<file path="src/rtl/mc_datapath_if.sv">
// Unified instruction/data memory port between the multi-cycle datapath and memory.
// Read data is combinational for the address presented in the same cycle.
interface mc_datapath_if;
  logic [31:0] mem_addr;
  logic [31:0] mem_wdata;
  logic [31:0] mem_rdata;
  logic        mem_we;
  logic        mem_re;

  modport master (output mem_addr, output mem_wdata, output mem_we, output mem_re,
                  input mem_rdata);
  modport slave  (input mem_addr, input mem_wdata, input mem_we, input mem_re,
                  output mem_rdata);
endinterface

</file>
<file path="src/rtl/mc_datapath.sv">
// Multi-cycle MIPS datapath: holds PC, IR, MDR, A, B, ALUOut and the register file,
// and executes the per-cycle control bits issued by the multi-cycle control FSM.
module mc_datapath #(
  parameter logic [31:0] PC_RESET = 32'h0000_0000
) (
  input  logic        clk,
  input  logic        rst,
  input  logic        IorD,
  input  logic        MemRead,
  input  logic        MemWrite,
  input  logic        IRwrite,
  input  logic        RegDst,
  input  logic        MemtoReg,
  input  logic        RegWrite,
  input  logic        ALUsrcA,
  input  logic [1:0]  ALUsrcB,
  input  logic [1:0]  ALUop,
  input  logic [1:0]  PCsource,
  input  logic        PCwrite,
  input  logic        PCwriteCond,
  output logic [31:0] Instruction,
  output logic [31:0] pc,
  output logic        zero,
  mc_datapath_if.master mem
);

  localparam logic [5:0] FN_ADD = 6'b100000;
  localparam logic [5:0] FN_SUB = 6'b100010;
  localparam logic [5:0] FN_AND = 6'b100100;
  localparam logic [5:0] FN_OR  = 6'b100101;
  localparam logic [5:0] FN_SLT = 6'b101010;

  logic [31:0] pcReg, irReg, mdrReg, aReg, bReg, aluOutReg;
  logic [31:0] regFile [32];

  logic [31:0] immExt, srcA, srcB, aluRes, pcNext, rdA, rdB, wrData;
  logic [4:0]  wrReg;
  logic        pcEn;

  assign immExt = {{16{irReg[15]}}, irReg[15:0]};
  assign srcA   = ALUsrcA ? aReg : pcReg;

  always_comb begin
    case (ALUsrcB)
      2'b00:   srcB = bReg;
      2'b01:   srcB = 32'd4;
      2'b10:   srcB = immExt;
      default: srcB = {immExt[29:0], 2'b00};
    endcase
  end

  always_comb begin
    aluRes = srcA + srcB;
    case (ALUop)
      2'b01: aluRes = srcA - srcB;
      2'b10: begin
        case (irReg[5:0])
          FN_ADD:  aluRes = srcA + srcB;
          FN_SUB:  aluRes = srcA - srcB;
          FN_AND:  aluRes = srcA & srcB;
          FN_OR:   aluRes = srcA | srcB;
          FN_SLT:  aluRes = {31'b0, $signed(srcA) < $signed(srcB)};
          default: aluRes = '0;
        endcase
      end
      default: ;
    endcase
  end

  assign zero = (aluRes == '0);

  // Jump target takes the registered IR, so a concurrent IR load never affects it.
  always_comb begin
    case (PCsource)
      2'b00:   pcNext = aluRes;
      2'b01:   pcNext = aluOutReg;
      2'b10:   pcNext = {pcReg[31:28], irReg[25:0], 2'b00};
      default: pcNext = pcReg;
    endcase
  end

  assign pcEn = PCwrite | (PCwriteCond & zero);

  // Register 0 is never written, but is also forced to read 0 explicitly.
  assign rdA    = (irReg[25:21] == 5'd0) ? '0 : regFile[irReg[25:21]];
  assign rdB    = (irReg[20:16] == 5'd0) ? '0 : regFile[irReg[20:16]];
  assign wrReg  = RegDst ? irReg[15:11] : irReg[20:16];
  assign wrData = MemtoReg ? mdrReg : aluOutReg;

  assign Instruction   = irReg;
  assign pc            = pcReg;
  assign mem.mem_addr  = IorD ? aluOutReg : pcReg;
  assign mem.mem_wdata = bReg;
  assign mem.mem_we    = MemWrite;
  assign mem.mem_re    = MemRead;

  always_ff @(posedge clk) begin
    if (rst) begin
      pcReg     <= PC_RESET;
      irReg     <= '0;
      mdrReg    <= '0;
      aReg      <= '0;
      bReg      <= '0;
      aluOutReg <= '0;
      for (int i = 0; i < 32; i++) regFile[i] <= '0;
    end else begin
      mdrReg    <= mem.mem_rdata;
      aReg      <= rdA;
      bReg      <= rdB;
      aluOutReg <= aluRes;
      if (IRwrite) irReg <= mem.mem_rdata;
      if (pcEn) pcReg <= pcNext;
      if (RegWrite && (wrReg != 5'd0)) regFile[wrReg] <= wrData;
    end
  end

endmodule

</file>
<file path="src/flat_wrapper.sv">
// flat-port wrapper written by rule: the top's interface ports become plain ports
module mc_datapath_flat 
#(
  parameter logic [31:0] PC_RESET = 32'h0000_0000
)
  (clk, rst, IorD, MemRead, MemWrite, IRwrite, RegDst, MemtoReg, RegWrite, ALUsrcA, ALUsrcB, ALUop, PCsource, PCwrite, PCwriteCond, Instruction, pc, zero, mem_mem_addr, mem_mem_wdata, mem_mem_we, mem_mem_re, mem_mem_rdata);
  mc_datapath_if mem_i ();
  input  logic clk;
  input  logic rst;
  input  logic IorD;
  input  logic MemRead;
  input  logic MemWrite;
  input  logic IRwrite;
  input  logic RegDst;
  input  logic MemtoReg;
  input  logic RegWrite;
  input  logic ALUsrcA;
  input  logic [1:0] ALUsrcB;
  input  logic [1:0] ALUop;
  input  logic [1:0] PCsource;
  input  logic PCwrite;
  input  logic PCwriteCond;
  output logic [31:0] Instruction;
  output logic [31:0] pc;
  output logic zero;
  output wire logic [$bits(mem_i.mem_addr)-1:0] mem_mem_addr;
  output wire logic [$bits(mem_i.mem_wdata)-1:0] mem_mem_wdata;
  output wire logic [$bits(mem_i.mem_we)-1:0] mem_mem_we;
  output wire logic [$bits(mem_i.mem_re)-1:0] mem_mem_re;
  input wire logic [$bits(mem_i.mem_rdata)-1:0] mem_mem_rdata;
  assign mem_mem_addr = mem_i.mem_addr;
  assign mem_mem_wdata = mem_i.mem_wdata;
  assign mem_mem_we = mem_i.mem_we;
  assign mem_mem_re = mem_i.mem_re;
  assign mem_i.mem_rdata = mem_mem_rdata;
  mc_datapath #(.PC_RESET(PC_RESET)) u_core (.clk(clk), .rst(rst), .IorD(IorD), .MemRead(MemRead), .MemWrite(MemWrite), .IRwrite(IRwrite), .RegDst(RegDst), .MemtoReg(MemtoReg), .RegWrite(RegWrite), .ALUsrcA(ALUsrcA), .ALUsrcB(ALUsrcB), .ALUop(ALUop), .PCsource(PCsource), .PCwrite(PCwrite), .PCwriteCond(PCwriteCond), .Instruction(Instruction), .pc(pc), .zero(zero), .mem(mem_i));
endmodule
</file>
<file path="config.mk">
export PLATFORM = sky130hd
export DESIGN_NAME = mc_datapath_flat
export DESIGN_NICKNAME = d
export VERILOG_FILES = /design/src/rtl/mc_datapath_if.sv /design/src/rtl/mc_datapath.sv /design/src/flat_wrapper.sv
export SDC_FILE = /design/constraint.sdc
export NUM_CORES = 2
export LEC_CHECK = 0
export ABC_CLOCK_PERIOD_IN_PS = 8300
export CORE_MARGIN = 1.5
export CORE_UTILIZATION = 25
export CTS_CLUSTER_SIZE = 8
export DETAILED_ROUTE_END_ITERATION = 16
export DONT_BUFFER_PORTS = 1
export GPL_TIMING_DRIVEN = 0
export PLACE_DENSITY = 0.46
export SETUP_SLACK_MARGIN = 0.4
export SLEW_MARGIN = 20
export SYNTH_ARGS = -nofsm -noshare
export SYNTH_HDL_FRONTEND = slang
export SYNTH_SLANG_ARGS = --single-unit
</file>
<file path="constraint.sdc">
create_clock -name clk -period 8.3 [get_ports clk]
set_input_delay 1.245 -clock clk [delete_from_list [all_inputs] [get_ports clk]]
set_output_delay 1.245 -clock clk [all_outputs]
set_load 0.1 [all_outputs]
</file>
; Word level (Yosys, flattened, before mapping)
; Memory sizes are Yosys's and may differ from the RTL's. A register that Yosys moved wholly into a read port is not among the register bits.
; Index checks and enable logic that the tools add are counted.
[word_totals]
memories = 1
mem_bits_ro = 0
latch_bits = 0
register_bits = 128
out_inout_bits = 131
input_bits = 50
word_cells = 55
mem_bits_rw = 1024
[mem_list]
columns = name, depth, width, rd, rd_ports_with_merged_regs, write_ports, line_no
row1 = u_core.regFile, 32, 32, 2, 2, 32, mc_datapath.sv:34  ; logic [31:0] regFile [32];
[classes]
shift = 0
bitwise_logic = 5
n_eq_ne = 11
magnitude_cmp = 1
add_sub_neg = 2
n_mux = 16
div = 0
n_reduce_logical = 14
mul = 0
[ops]
columns = op, count
row1 = $pmux W32 S3, 2
row2 = $pmux W32 S5, 1
row3 = $mux W32, 4
row4 = $pmux W32 S2, 1
row5 = $add A32 B32 Y32, 1
row6 = $and A32 B32 Y32, 1
row7 = $logic_not A32 Y1, 1
row8 = $lt A32 B32 Y1, 1
row9 = $or A32 B32 Y32, 1
row10 = $reduce_or A32 Y1, 1
row11 = $sub A32 B32 Y32, 1
row12 = $eq A6 B6 Y1 const B, 5
row13 = $logic_not A5 Y1, 2
row14 = $mux W5, 2
row15 = $eq A2 B1 Y1 const B, 3
row16 = $eq A2 B2 Y1 const B, 3
row17 = $mux W1, 6
row18 = $reduce_bool A5 Y1, 1
row19 = $logic_not A2 Y1, 2
row20 = $reduce_or A2 Y1, 2
row21 = $reduce_and A3 Y1, 1
row22 = $reduce_bool A3 Y1, 1
row23 = $reduce_and A2 Y1, 1
row24 = $reduce_bool A2 Y1, 1
row25 = other kinds (4), 4

; Logic depth before layout (Yosys ltp)
[logic_depth]
word_depth = 9
ltp_mapped = 24
mapped_depth_nobuf = 17

; Worst setup path after synthesis
; No wires, ideal clock.
[synth_timing]
kind = reg-to-output
startpoint = register u_core.irReg[0] (netlist: u_core.Instruction[0])
endpoint = output port zero
required_time_ps = 7055
path_slack_ps = -1081
t_arrival_ps = 8136
n_path_buf = 5
stages_incl_launch_ff = 21
path_cell_list = dfxtp_1 -> clkbuf_1 -> clkbuf_1 -> clkbuf_1 -> clkbuf_1 -> buf_1 -> mux2i_1 -> nor2_1 -> ha_1 -> inv_1 -> fa_1 -> nor2b_4 -> o2111ai_2 -> a21oi_2 -> o31ai_4 -> o31ai_2 -> mux2_1 -> or4_4 -> or4_1 -> or4_4 -> nor3_1
[synth_via]
elab_chain_cells = 5
word_cells_on_any_way = 14
cone_classes = 2 x add/sub / 1 x order compare / 5 x eq/ne / 3 x mux / 2 x bitwise / 1 x reduce/logical
[synth_lines]
columns = element, line_no
row1 = start: declaration, mc_datapath.sv:33  ; logic [31:0] pcReg, irReg, mdrReg, aReg, bReg, aluOutReg;
row2 = start signal: assignment, mc_datapath.sv:111  ; if (IRwrite) irReg <= mem.mem_rdata;
row3 = $pmux W32 S3, mc_datapath.sv:44  ; case (ALUsrcB)
row4 = "$sub A32 B32 Y32, or another cell as far along", "mc_datapath.sv:55, mc_datapath.sv:59"
row5 = $pmux W32 S5, mc_datapath.sv:57  ; case (irReg[5:0])
row6 = $pmux W32 S2 (*), mc_datapath.sv:54  ; case (ALUop)
row7 = $logic_not A32 Y1 (*), mc_datapath.sv:70  ; assign zero = (aluRes == '0);
row8 = end: declaration, flat_wrapper.sv:25  ; output logic zero;
; Mark *: on every way between the ends. The rest lies on a longest branch, timed or not.

; Worst setup path after layout
[layout_timing]
startpoint = input port ALUop[0]
endpoint = output port zero
[layout_via]
elab_chain_cells = 3
word_cells_on_any_way = 4
cone_classes = 2 x eq/ne / 1 x mux / 1 x reduce/logical
[layout_lines]
columns = element, line_no
row1 = start: declaration, flat_wrapper.sv:19  ; input logic [1:0] ALUop;
row2 = $eq A2 B2 Y1 or $eq A2 B1 Y1 (tied branches), mc_datapath.sv:54
row3 = $pmux W32 S2 (*), mc_datapath.sv:54
row4 = $logic_not A32 Y1 (*), mc_datapath.sv:70
; Marked as above.

==> flow_summary.yaml <==
place:
  hpwl_mm: 268.5
  io_buffers: 0
  post_dp_cell_area_um2: 71550
  pre_cts_slack_ps: -2286
  dp.cells: 8706
  place.gp.congestion: 1.064
route:
  drt_iter0_markers: 9230
  wirelength_mm: 356.7
  ant_nets: 0
  dr.pass1.iters: 9
  vias: 52460
  drc_errors: 0
  vias_per_cell: 5.832
  routedWlPerCell_um: 39.66
cts:
  clk_latency_ps: 860
  htree_levels: 4
  clk_pin_slew_ps: 60
  tritoncts: "built"
  cts_root_buf: "clkbuf_16"
  ctsHoldBuffers: 0
  clock_sinks: 1216
  numCtsBuffers: 171
  clock_path_buffers: 3
critical_path:
  critPathKind: "in2out"
  r2r_cells: 9
  worst-path-buf-inv: 5
  path_depth: 13
  path_cells: "inv_1 > ha_1 > clkbuf_1 > inv_1 > nand2_1 > nand2_1 > clkbuf_1 > clkbuf_1 > a221oi_1 > nand4_1 > nor4_2 > nand3_1 > nor3_4"
  max_stage_delay_ps: 1080
  cp_slowest_cell: "a221oi_1"
  worstPathRequired_ps: 7050
  worstSetupStartpointType: "input port"
  crit_arrival_ps: 6890
  crit_top_cell: "clkbuf_1"
  r2r-start: "u_core.Instruction[16]"
  r2r_end: "u_core.regFile[29][1]"
  path_delay_family: "simple AND/OR/NAND/NOR gates"
  r2r_setup_slack_ps: 1330
  crit_path_end_kind: "output pin"
  worstPathMaxFanout: 10
timing:
  fin_crit_ps: 8132
  maxSlewHeadroom_pct: 8.343
  fmax_mhz: 123.0
  fin_skew_ps: 35.24
  setup_viol: 0
  hold_slack_ps: 542.0
  rsz0062_at_grt: "true"
  worstMarginPinSlew_ps: 1375
  slew_violations: 0
  final.period_utilization_pct: 97.98
  setup_slack_ps: 167.7
  fin_setup_tns_ps: 0
  final_hold_viol_count: 0
yosys:
  ys_top_cells_by_area: "edfxtp_1 (47%), mux4_2 (15%), nor2_1 (6.9%)"
  synth_area_um2: 65160
  synth-seq-cells: 1216
  synthArstFlopShare_pct: 0
  synth.distinct_cells: 88
  ys_seq_area_share_pct: 53.09
  yosysTopAreaCellShare_pct: 47.19
  yosysWarnings: 0
  synth_ff_type: "edfxtp_1"
  netlist_instances: 5204
  synth_edf_count: 1024
  yosys.area.top_type: "edfxtp_1"
  synth.avg_cell_area_um2: 12.52
floorplan:
  num_rows: 187
  fp.dieH_um: 513.5
  die_w_um: 513.5
  die-area_um2: 263700
  core_um2: 259500
  io_pins: 181
  start_util_pct: 25.11
flow_run:
  drv_cap: 0
finish:
  nets: 5656
  fin_cells: 8994
  area_growth_pct: 18.15
  fin_util_pct: 29.67
  drive_gt1_share_pct: 22.50
  fin_area_um2: 76990
hold_path:
  hold_class: "in2reg"
  min-delay-start: "mem_mem_rdata[17]"
  hold_end: "u_core.mdrReg[17]"
  worstHoldPathCells: 1
power_and_ir_drop:
  p_per_area_nw_per_um2: 227.8
  leakage_nw: 25.38
  peakVddDrop_uv: 169.0
  finalPower_mw: 17.53
global_route:
  grtUsageTotal_pct: 26.38
  antenna_found_initial: 48
  grt_pass1_vias: 49000
  overflow: 0
  grt_max_degree: 33
  grt_pass1_wl_mm: 463.3
status:
  outcome: "completed"
area by class of cell:
type,count,area (µm²)
antenna,28,70.07
buffer,506,2232
clock buffer,223,4527
clock inverter,14,200.2
fill,26370,182500
inverter,111,416.7
multi-input combinational,3402,29040
sequential,1216,34670
tap,3402,4257
timing repair buffer,92,1582
power by group:
| group | switching [mW] | internal [mW] | total, mW |
|---|---|---|---|
| sequential | 0.494 | 6.88 | 7.38 |
| combinational | 2.52 | 1.03 | 3.55 |
| clock | 2.85 | 3.77 | 6.61 |
routing by layer:
layer	part of all wire (%)	global-route usage, %	vias up
li1	-	-	20330
met1	38	33.58	27210
met2	42	38.56	4075
met3	12	8.126	824
met4	7.5	17.12	16
met5	0.029	0	-
cells in the final DEF (no fill, tap or decap), types with 107 or more instances in the layout:
| cell type | synthesis | layout |
|---|---|---|
| nor2_1 | 1195 | 1193 |
| edfxtp_1 | 1024 | 1024 |
| mux4_2 | 446 | 446 |
| clkbuf_1 | 413 | 368 |
| mux2i_1 | 272 | 240 |
| clkbuf_16 | 0 | 177 |
| mux2_2 | 167 | 167 |
| a21oi_1 | 152 | 147 |
| dfxtp_1 | 192 | 138 |
| nand2_1 | 160 | 129 |
| inv_1 | 108 | 107 |
worst register-to-register path, cell delays in order, from the launching register on:
cell	delay [ps]
dfxtp_2	840
clkbuf_1	480
buf_1	850
buf_2	550
clkbuf_2	580
mux2i_1	210
nor2_1	950
nand2_1	840
clkbuf_1	550
nand2_4	620
worst max-delay path by stage:
stage / slack, ps / end / start
finish: 170 / zero / ALUop[0]
global route: 170 / zero / u_core.Instruction[0]
CTS: 280 / zero / u_core.Instruction[0]
detailed placement: -2290 / zero / u_core.Instruction[0]
global placement: -2730 / zero / u_core.Instruction[0]
floorplan: 450 / zero / u_core.Instruction[0]
state kept, by name (all words and copies together), names as in the netlist:
register              flops
u_core.Instruction       32
u_core.aReg              32
u_core.aluOutReg         32
u_core.mdrReg            32
u_core.mem.mem_wdata     32
u_core.pc                32
u_core.regFile         1024
synth_stat cells (8+ instances only):
cell       number
o22ai_1        75
a211o_1        31
edfxtp_1     1024
and2_1         24
nor3_1         52
o211ai_1       34
or4_1          10
a221oi_1       78
o2111ai_1      14
buf_2           8
or2_2           8
o221ai_1       53
dfxtp_1       192
mux4_2        446
nor2_1       1195
inv_1         108
clkbuf_1      413
nand2_1       160
o31ai_1        14
ha_1          104
mux2i_1       272
a21o_1         25
nand2b_1       18
nand4_1        19
a21oi_1       152
o21ai_0        73
a2111o_1        9
a31oi_1        22
xnor2_1        18
a22o_1         22
a211oi_1       47
and3_1         11
mux2_2        167
nand3_1        25
a221o_1        20
buf_1          80
nor2b_1        52
nor4_1         15
kinds of logic (layout without fill, tap and decap cells):
logic type	Yosys count	count (layout)	synth area share (%)
xor gates and xnor gates	20	20	0.2688
AOI/OAI and AO/OA	745	745	8.226
DFF	1216	1216	53.09
buffers and inverters	617	946	3.610
and+or+nand+nor	1613	1613	10.25
other	1	60	0.005755
muxes	886	886	22.50
adders and majority gates	106	106	2.058
what timing repair did:
action | CTS | global route
gates resized for setup | 106 | 44
setup endpoints to repair | 34 | 1
setup buffers | 19 | 2
pin swaps | 17 | 14
Note: power is estimated with default switching activity, not from simulation.
